File: config.mk
export PLATFORM = sky130hd
export DESIGN_NAME = spi_master
export DESIGN_NICKNAME = d
export VERILOG_FILES = /design/src/rtl/spi_master.sv
export SDC_FILE = /design/constraint.sdc
export NUM_CORES = 1
export LEC_CHECK = 0
export ABC_CLOCK_PERIOD_IN_PS = 4050
export CAP_MARGIN = 20
export CORE_ASPECT_RATIO = 0.9
export CORE_UTILIZATION = 41
export DETAILED_ROUTE_END_ITERATION = 10
export PLACE_DENSITY = 0.72
export SETUP_SLACK_MARGIN = 0.05
export SYNTH_ARGS = -nofsm -noshare
export SYNTH_HDL_FRONTEND = slang
export SYNTH_SLANG_ARGS = --single-unit
File: constraint.sdc
create_clock -name clk_i -period 4.05 [get_ports clk_i]
set_clock_uncertainty 0.2 [all_clocks]
set_input_delay 0.81 -clock clk_i [delete_from_list [all_inputs] [get_ports clk_i]]
set_output_delay 0.81 -clock clk_i [all_outputs]
set_load 0.01 [all_outputs]
File: src/rtl/spi_master.sv
// Byte-wide SPI master driven by extended ctrl codes from the bank/ctrl decoder.
// One START command shifts a full byte; RXDATA and STATUS are exposed to the bus read mux.
module spi_master #(
    parameter logic [3:0] DEV = 4'he,
    parameter int         NSS = 2
) (
    input  logic            clk_i,
    input  logic            reset_i,
    input  logic            ctrl_stb_i,
    input  logic [15:0]     ctrl_addr_i,
    input  logic            miso_i,
    output logic            sck_o,
    output logic            mosi_o,
    output logic [NSS-1:0]  nss_o,
    output logic [7:0]      rxdata_o,
    output logic [7:0]      status_o,
    output logic            busy_o
);

    typedef enum logic [1:0] {IDLE, SETUP, SHIFT, DONE} state_e;

    state_e           state_q, state_d;
    logic             sck_q, sck_d;
    logic             mosi_q, mosi_d;
    logic [NSS-1:0]   nss_q, nss_d;
    logic [7:0]       rxdata_q, rxdata_d;
    logic             ovr_q, ovr_d;
    logic             cpol_q, cpol_d;
    logic             cpha_q, cpha_d;
    logic [2:0]       div_q, div_d;
    logic [7:0]       shift_q, shift_d;
    logic [7:0]       rx_q, rx_d;
    logic [6:0]       cnt_q, cnt_d;
    logic [4:0]       tgl_q, tgl_d;

    logic             isCmd;
    logic             softRst;
    logic             busy;
    logic [7:0]       pow;
    logic [6:0]       halfLim;
    logic [4:0]       toggleNum;

    assign isCmd     = ctrl_stb_i && (ctrl_addr_i[3:2] == 2'b00) && (ctrl_addr_i[7:4] == DEV);
    // Soft reset ignores device and group bits so a wedged board can always be recovered.
    assign softRst   = ctrl_stb_i && (ctrl_addr_i[1:0] == 2'b11);
    assign busy      = (state_q != IDLE);
    assign pow       = 8'd1 << div_q;
    assign halfLim   = 7'(pow - 8'd1);
    assign toggleNum = tgl_q + 5'd1;

    always_comb begin
        state_d  = state_q;
        sck_d    = sck_q;
        mosi_d   = mosi_q;
        nss_d    = nss_q;
        rxdata_d = rxdata_q;
        ovr_d    = ovr_q;
        cpol_d   = cpol_q;
        cpha_d   = cpha_q;
        div_d    = div_q;
        shift_d  = shift_q;
        rx_d     = rx_q;
        cnt_d    = cnt_q;
        tgl_d    = tgl_q;

        case (state_q)
            IDLE: begin
                sck_d = cpol_q;
                if (isCmd) begin
                    case (ctrl_addr_i[1:0])
                        2'b00: begin
                            state_d = SETUP;
                            shift_d = ctrl_addr_i[15:8];
                        end
                        2'b01: begin
                            cpol_d = ctrl_addr_i[9];
                            cpha_d = ctrl_addr_i[8];
                            div_d  = ctrl_addr_i[12:10];
                            ovr_d  = 1'b0;
                        end
                        2'b10:   nss_d = ctrl_addr_i[8 +: NSS];
                        default: ;
                    endcase
                end
            end
            SETUP: begin
                sck_d   = cpol_q;
                cnt_d   = 7'd0;
                tgl_d   = 5'd0;
                rx_d    = 8'h00;
                state_d = SHIFT;
                if (!cpha_q)
                    mosi_d = shift_q[7];
            end
            SHIFT: begin
                if (cnt_q == halfLim) begin
                    cnt_d = 7'd0;
                    sck_d = ~sck_q;
                    tgl_d = toggleNum;
                    // Odd toggles lead; CPHA picks whether leading edges sample or drive.
                    if (toggleNum[0]) begin
                        if (!cpha_q) begin
                            rx_d = {rx_q[6:0], miso_i};
                        end else begin
                            mosi_d  = shift_q[7];
                            shift_d = {shift_q[6:0], 1'b0};
                        end
                    end else begin
                        if (cpha_q) begin
                            rx_d = {rx_q[6:0], miso_i};
                        end else if (toggleNum != 5'd16) begin
                            mosi_d  = shift_q[6];
                            shift_d = {shift_q[6:0], 1'b0};
                        end
                    end
                    if (toggleNum == 5'd16)
                        state_d = DONE;
                end else begin
                    cnt_d = cnt_q + 7'd1;
                end
            end
            DONE: begin
                rxdata_d = rx_q;
                state_d  = IDLE;
            end
            default: state_d = IDLE;
        endcase

        if (busy && isCmd && (ctrl_addr_i[1:0] != 2'b11))
            ovr_d = 1'b1;
    end

    always_ff @(posedge clk_i) begin
        if (reset_i || softRst) begin
            state_q  <= IDLE;
            sck_q    <= 1'b0;
            mosi_q   <= 1'b1;
            nss_q    <= '1;
            rxdata_q <= 8'h00;
            ovr_q    <= 1'b0;
            cpol_q   <= 1'b0;
            cpha_q   <= 1'b0;
            div_q    <= 3'd0;
            shift_q  <= 8'h00;
            rx_q     <= 8'h00;
            cnt_q    <= 7'd0;
            tgl_q    <= 5'd0;
        end else begin
            state_q  <= state_d;
            sck_q    <= sck_d;
            mosi_q   <= mosi_d;
            nss_q    <= nss_d;
            rxdata_q <= rxdata_d;
            ovr_q    <= ovr_d;
            cpol_q   <= cpol_d;
            cpha_q   <= cpha_d;
            div_q    <= div_d;
            shift_q  <= shift_d;
            rx_q     <= rx_d;
            cnt_q    <= cnt_d;
            tgl_q    <= tgl_d;
        end
    end

    assign sck_o    = sck_q;
    assign mosi_o   = mosi_q;
    assign nss_o    = nss_q;
    assign rxdata_o = rxdata_q;
    assign busy_o   = busy;
    assign status_o = {busy, ovr_q, 1'b0, cpol_q, cpha_q, div_q};

endmodule

==> results.md, run 1 <==
| Item | This run | Unit |
| --- | --- | --- |
| DRC violations left | 0 | - |
| CTS max path bufs | 2 | - |
| Sum Neg Setup Slack | 0 | ns |
| Worst Hold Launch | rx_q[7] | - |
| Post-detailed-route wirelength per cell | 13.4 | µm |
| Status | finished, final reports clean | - |
| Mapped Nets | 324 | - |
| Tmin final | 3.75 | ns |
| Number of violations of the max-capacitance limit | 0 | - |
| P per Cell Area | 283 | mW/mm² |
| Number of warnings reported in the yosys synthesis log | 0 | - |
| Psw | 0.000197 | W |
| Share of Yosys cell area claimed by the top area cell type | 37.0 | % |
| Primary FF master, synth | dfxtp_1 | - |
| Ordered cell list for the critical path | or3_2 > ha_1 > or4b_4 > and4_4 > or4_4 > o31a_1 > or2_0 > a31o_1 | - |
| Unrepaired setup endpoints after global routing | no | - |
| Internal power | 0.000684 | W |
| Compound-cell area share of the yosys netlist | 16.8 | % |
| Post-cts sizing count | 0 | - |
| Max rail drop VDD | 0.167 | mV |
| Crit end category | flip-flop | - |
| Core area | 0.00611 | mm² |
| Slew headroom | 53.0 | % |
| Cell depth of the worst min-delay path | 2 | - |
| Hold buffer count at cts | 0 | - |
| Final Hold Violating Endpoints | 0 | - |
| Startpoint of the most critical register-to-register path | div_q[2] | - |
| Number of global-route vias before repair | 2,145 | - |
| Input/output buffers | 39 | - |
| Number of nets at the end of the flow | 349 | - |
| Average via count per standard cell | 5.44 | - |
| Fraction of final layout cells with drive strength greater than 1 | 11.1 | % |
| Aggregate global-route resource usage | 18.1 | % |
| Vias after detailed routing | 2,232 | - |
| Wire length reported by the detailed router | 5480 | µm |
| Switching part of the total | 22.4 | % |
| Setup repair bufs after CTS | 0 | - |
| Critical Path Start Type | flip-flop | - |
| First-pass GRT wire length | 9780 | µm |
| Ys async rst share | 0 | % |
| DRT iter0 DRCs | 170 | - |
| Maximum fanout count along the critical path | 12 | - |
| Type of the most critical hold path | reg2reg | - |
| Most used standard cells in the synthesized netlist | dfxtp_1 (48), mux2i_1 (24), nand2_1 (24), nor2_1 (24), nand3_1 (19) | - |
| Yosys cell types | 57 | - |
| Register share of total power | 53.7 | % |
| Yosys top cell by area | dfxtp_1 | - |
| Clock Sink Count | 48 | - |
| Flop-to-flop setup slack | 0.30 | ns |
| Antenna Diode Count | 0 | - |
| Maximum level of the CTS H-tree | 2 | - |
| Initial Utilization | 42.5 | % |
| Flip-flop and latch count after synthesis | 48 | - |
| Max incr delay on CP | 0.56 | ns |
| Clock tree root driver cell | clkbuf_8 | - |
| Xor and xnor fraction of the mapped netlist area | 2.02 | % |
| Cells after Synth | 297 | - |
| Maximum clock frequency | 0.267 | GHz |
| Skew-Pair Late Insertion Delay | 0.30 | ns |
| CTS clk-pin slew, worst paths | 0.10 | ns |
| ANT nets after route | 0 | - |
| Part of the total power dissipated in combinational logic | 6.0 | % |
| Destination of the worst register-to-register timing path | shift_q[7] | - |
| Worst Path Arrival | 3.75 | ns |
| X dimension of the die | 85.9 | µm |
| Most used standard cell by instance count after synthesis | dfxtp_1 | - |
| Row cnt | 27 | - |
| Dominant combinational cell family by area after synthesis | simple AND/OR/NAND/NOR gates | - |
| Die Ht | 77.5 | µm |
| Number of I/O pins | 41 | - |
| Part of the power in the clock network | 40.3 | % |
| Worst slew pin tran | 0.701 | ns |
| Number of cells traversed by the worst register-to-register path | 8 | - |
| Inserted Clock Buffers | 5 | - |
| Synth top area cells | dfxtp_1 (37%), mux2i_1 (9.2%), nand3_1 (3.7%) | - |
| Share of synthesized area spent on multiplexers | 9.24 | % |
| Layout overhead on the synthesized area | 19.7 | % |
| Maximum number of pins on one net before global-route repair | 32 | - |
| Routability congestion estimate | 0.793 | - |
| Antenna violations before repair | 0 | - |
| Total overflow reported by the global router | 0 | - |
| TritonCTS clock tree | built | - |
| Overall die area | 0.00666 | mm² |
| Post-synthesis simple-gate area fraction | 24.7 | % |
| Worst setup path category | reg2reg | - |
| Post-Syn Area per Cell | 8.75 | µm² |
| Total setup violations reported at the end of the flow | 0 | - |
| Router iterations before antenna repair | 4 | - |
| Worst Hold End | rx_q[7] | - |
| Static Leak | 1.08 | nW |
| Worst-path cell with the longest stage delay | or4_4 | - |
| Number of flops mapped to enable cells by yosys | 0 | - |
| Post-layout power | 0.000881 | W |
| Final HPWL from detailed placement | 3870 | µm |
| Adder-cell share of the synthesized area | 3.37 | % |
| Fin. max-slew vios | 0 | - |
| Post-synth design cell area | 0.00260 | mm² |
| Required time of the worst setup path | 4.05 | ns |
| Post-synthesis sequential area ratio | 37.0 | % |
| Share of the clock period used by the worst path | 92.6 | % |
-- state kept, by name, summed over array words and instances (netlist names) --
register,flops
sck_o,1
cnt_q,7
mosi_o,1
rx_q,8
nss_o,2
rxdata_o,8
tgl_q,5
cpha_q,1
ovr_q,1
state_q,2
div_q,3
cpol_q,1
shift_q,8
-- cell families after synthesis --
logic type                 after synthesis
and+or+nand+nor                        117
adders and majority gates                7
buffers and inverters                   33
xor gates and xnor gates                 6
other                                    1
DFF                                     48
muxes                                   24
AOI/OAI and AO/OA                       61
-- power by group through the flow --
stage	Combinational, W	Sequential [W]	Clock, W
after floorplan	0.0000253	0.000484	0
after global placement	0.0000520	0.000484	0
after detailed placement	0.0000523	0.000484	0
after CTS	0.0000525	0.000473	0.000363
after global routing	0.0000565	0.000473	0.000383
final	0.0000525	0.000473	0.000355
-- cells in the final DEF, fill, tap and decap left out, types with 3 or more instances in the layout --
master,count
a31o_1,7
o21ai_2,8
nand2_1,24
nand4_1,3
buf_4,6
o211ai_1,4
nor3_1,4
nand3b_1,3
o21ai_0,8
a22oi_1,3
a21oi_1,7
dfxtp_1,48
a211oi_1,3
nor4_1,7
mux2i_1,24
nand4b_1,3
ha_1,7
nor2_1,24
clkdlybuf4s50_1,39
xnor2_1,4
nand3_1,19
a31oi_1,6
clkbuf_8,5
nand2b_1,10
inv_1,6
-- worst max path at each step --
stage	startpoint	to	slack (ns)
floorplan	div_q[2]	rx_q[0]	0.33
global route	div_q[0]	shift_q[7]	0.15
global placement	div_q[2]	shift_q[3]	0.38
detailed placement	div_q[2]	shift_q[4]	0.33
finish	div_q[2]	shift_q[7]	0.30
CTS	div_q[0]	shift_q[4]	0.31
-- worst max-delay path, delay by kind of cell (launching register included) --
kind | cells | cell delay [ns]
fa+ha+maj | 1 | 0.29
simple gates | 5 | 2.15
flops | 1 | 0.41
compound gates | 2 | 0.61
-- area by class of cell --
class,count,area [µm²]
inverter,6,22.5
timing repair buffer,45,435
clock inverter,3,47.5
fill,566,3000
multi-input combinational,216,1470
clock buffer,5,68.8
tap,87,109
sequential,48,961
-- metal layers --
layer,routed length (µm),part of all wire [%],global-route usage [%],up-vias
li1,-,-,-,1123
met1,2660,49,23.4,1062
met2,2590,47,30.0,43
met3,179,3.3,4.15,4
met4,54,0.99,5.00,0
met5,0,0,0,-
-- per-stage QoR --
stage / area, µm² / cells / util, % / hold WS, ns / worst slack, ns
6_report: 3110 / 410 / 50.9 / 0.270 / 0.298
3_3_place_gp: 3000 / 402 / 49.0 / 0.251 / 0.376
3_5_place_dp: 3000 / 402 / 49.0 / 0.257 / 0.330
4_1_cts: 3110 / 410 / 50.9 / 0.272 / 0.309
2_1_floorplan: 2600 / 297 / - / 0.237 / 0.332
5_1_grt: 3110 / 410 / 50.9 / 0.301 / 0.146
(Power assumes the default switching activity.)
==> inputs of run 2 (changes only) <==
--- a/config.mk
+++ b/config.mk
@@ -10,7 +10,7 @@
 export CORE_ASPECT_RATIO = 0.9
 export CORE_UTILIZATION = 41
 export DETAILED_ROUTE_END_ITERATION = 10
-export PLACE_DENSITY = 0.72
+export PLACE_DENSITY = 0.75
 export SETUP_SLACK_MARGIN = 0.05
 export SYNTH_ARGS = -nofsm -noshare
 export SYNTH_HDL_FRONTEND = slang
==> run 2 against run 1 <==
Effect of this change: flip-flop and latch count is the same; count of clock-buffer cells in the layout stayed put; first-iteration DRC count decreased by 38%; combinational power barely moved; die area stayed put; via count barely moved; sequential power barely moved; largest power group unchanged; highest routed layer unchanged.
==> results.md, run 2 (synthesis results as in run 1) <==
| Item | This run | Unit |
| --- | --- | --- |
| Status | finished, final reports clean | - |
| Post-cts sizing count | 0 | - |
| Switching part of the total | 23.2 | % |
| Wire length reported by the detailed router | 5630 | µm |
| Destination of the worst register-to-register timing path | shift_q[7] | - |
| Layout overhead on the synthesized area | 19.7 | % |
| Hold buffer count at cts | 0 | - |
| Crit path max-delay family | simple AND/OR/NAND/NOR gates | - |
| Final design utilization | 50.9 | % |
| Skew-Pair Late Insertion Delay | 0.31 | ns |
| Source of the critical timing path | div_q[0] | - |
| DRT iter0 DRCs | 106 | - |
| Vias after detailed routing | 2,231 | - |
| Maximum number of pins on one net before global-route repair | 32 | - |
| Critical Path Start Type | flip-flop | - |
| Number of cells in the design after placement | 402 | - |
| CTS clk-pin slew, worst paths | 0.10 | ns |
| Final HPWL from detailed placement | 3880 | µm |
| Post-detailed-route wirelength per cell | 13.7 | µm |
| Row cnt | 27 | - |
| Antenna violations before repair | 0 | - |
| Final instance count without filler cells | 410 | - |
| P per Cell Area | 286 | mW/mm² |
| Ordered cell list for the critical path | or3b_2 > ha_1 > or4b_4 > and4_4 > or4_4 > o31a_1 > or2_0 > a31o_1 | - |
| TritonCTS clock tree | built | - |
| Psw | 0.000207 | W |
| Destination of the critical timing path | shift_q[7] | - |
| Average via count per standard cell | 5.44 | - |
| Inserted Clock Buffers | 5 | - |
| Fraction of final layout cells with drive strength greater than 1 | 11.1 | % |
| Worst path depth | 8 | - |
| Slew headroom | 49.3 | % |
| Clock Sink Count | 48 | - |
| Worst setup path category | reg2reg | - |
| Overall die area | 0.00666 | mm² |
| Most frequent cells in the layout | dfxtp_1 (48), clkdlybuf4s50_1 (39), nor2_1 (24), nand2_1 (24), mux2i_1 (24) | - |
| Number of nets at the end of the flow | 349 | - |
| Max rail drop VDD | 0.125 | mV |
| ANT nets after route | 0 | - |
| Fin. max-slew vios | 0 | - |
| Sum Neg Setup Slack | 0 | ns |
| Maximum clock frequency | 0.267 | GHz |
| Total setup violations reported at the end of the flow | 0 | - |
| Part of the power in the clock network | 41.0 | % |
| Worst slew pin tran | 0.756 | ns |
| CTS max path bufs | 2 | - |
| X dimension of the die | 85.9 | µm |
| Internal power | 0.000684 | W |
| First-pass GRT wire length | 10,100 | µm |
| Register share of total power | 53.1 | % |
| Routability congestion estimate | 0.771 | - |
| Part of the total power dissipated in combinational logic | 5.9 | % |
| Number of violations of the max-capacitance limit | 0 | - |
| Tmin final | 3.75 | ns |
| Maximum level of the CTS H-tree | 2 | - |
| Total overflow reported by the global router | 0 | - |
| Clock tree root driver cell | clkbuf_8 | - |
| Buf+Inv Stages, Crit Path | 0 | - |
| Aggregate global-route resource usage | 18.6 | % |
| Type of the most critical hold path | reg2reg | - |
| Core area | 0.00611 | mm² |
| Setup repair bufs after CTS | 0 | - |
| Share of the clock period used by the worst path | 92.5 | % |
| Startpoint of the most critical register-to-register path | div_q[0] | - |
| Maximum fanout count along the critical path | 9 | - |
| Initial Utilization | 42.5 | % |
| Number of cells traversed by the worst register-to-register path | 8 | - |
| Worst-path cell with the longest stage delay | or4_4 | - |
| Input/output buffers | 39 | - |
| Flop-to-flop setup slack | 0.30 | ns |
| Die Ht | 77.5 | µm |
| Final Hold Violating Endpoints | 0 | - |
| Unrepaired setup endpoints after global routing | no | - |
| Router iterations before antenna repair | 4 | - |
| Crit end category | flip-flop | - |
| Required time of the worst setup path | 4.05 | ns |
| Worst Path Arrival | 3.75 | ns |
| Most common library cell in the layout ignoring fill and taps | dfxtp_1 | - |
| DRC violations left | 0 | - |
| Static Leak | 1.07 | nW |
| Number of global-route vias before repair | 2,181 | - |
| Antenna Diode Count | 0 | - |
| Number of I/O pins | 41 | - |
| Max incr delay on CP | 0.57 | ns |
-- run 2: cell count changes in the layout (fill, tap and decap cells not counted), sizes merged --
| cell | change |
|---|---|
| clkinv | -2 |
| clkinvlp | +1 |
| inv | +1 |
-- run 2: worst min path at each step --
stage          startpoint       to  slack, ns  cells past startpoint
2_1_floorplan     rx_q[7]  rx_q[7]       0.24                      2
3_3_place_gp      rx_q[7]  rx_q[7]       0.25                      2
3_5_place_dp      rx_q[7]  rx_q[7]       0.26                      2
4_1_cts           rx_q[7]  rx_q[7]       0.27                      2
5_1_grt           rx_q[7]  rx_q[7]       0.29                      2
6_report          rx_q[7]  rx_q[7]       0.27                      2
-- run 2: worst min-delay path: stages (launching register included) --
cell and delay (ns):
dfxtp_1 0.33, nand3_2 0.06, o21ai_2 0.04
-- run 2: per-layer routing --
layer / GRT usage [%] / part of all wire [%] / up-vias / wire length, µm
met3: 3.19 / 3.7 / 11 / 207
met4: 6.50 / 1.8 / 0 / 100
met1: 24.2 / 48 / 1060 / 2720
met2: 30.9 / 46 / 37 / 2600
met5: 0 / 0 / - / 0
li1: - / - / 1123 / -
-- run 2: power by group through the flow --
stage               Sequential [W]  Clock, W  Combinational, W
finish                    0.000473  0.000365         0.0000524
global route              0.000473  0.000395         0.0000571
CTS                       0.000473  0.000372         0.0000525
detailed placement        0.000484         0         0.0000522
global placement          0.000484         0         0.0000518
floorplan                 0.000484         0         0.0000253
-- run 2: cell type report --
cell class / count / area [µm²]
Clock buffer: 5 / 68.8
Timing Repair Buffer: 45 / 435
Sequential cell: 48 / 961
Tap cell: 87 / 109
Multi-Input combinational cell: 216 / 1470
Fill cell: 554 / 3000
Inverter: 6 / 22.5
Clock inverter: 3 / 46.3
-- run 2: through the flow --
| step | setup slack [ns] | total power (W) | cell area, µm² | hold slack, ns |
|---|---|---|---|---|
| after global routing | 0.0909 | 0.000925 | 3110 | 0.294 |
| after global placement | 0.388 | 0.000536 | 3000 | 0.251 |
| after floorplan | 0.332 | 0.000509 | 2600 | 0.237 |
| after CTS | 0.307 | 0.000898 | 3110 | 0.271 |
| after detailed placement | 0.321 | 0.000536 | 3000 | 0.258 |
| final | 0.302 | 0.000890 | 3110 | 0.269 |
==> inputs of run 3 (changes only) <==
--- a/config.mk
+++ b/config.mk
@@ -10,6 +10,7 @@
 export CORE_ASPECT_RATIO = 0.9
 export CORE_UTILIZATION = 41
 export DETAILED_ROUTE_END_ITERATION = 10
+export GPL_TIMING_DRIVEN = 1
 export PLACE_DENSITY = 0.75
 export SETUP_SLACK_MARGIN = 0.05
 export SYNTH_ARGS = -nofsm -noshare
==> results of run 3 <==
The final DEF is identical to that of run 2; final timing and power are the same.
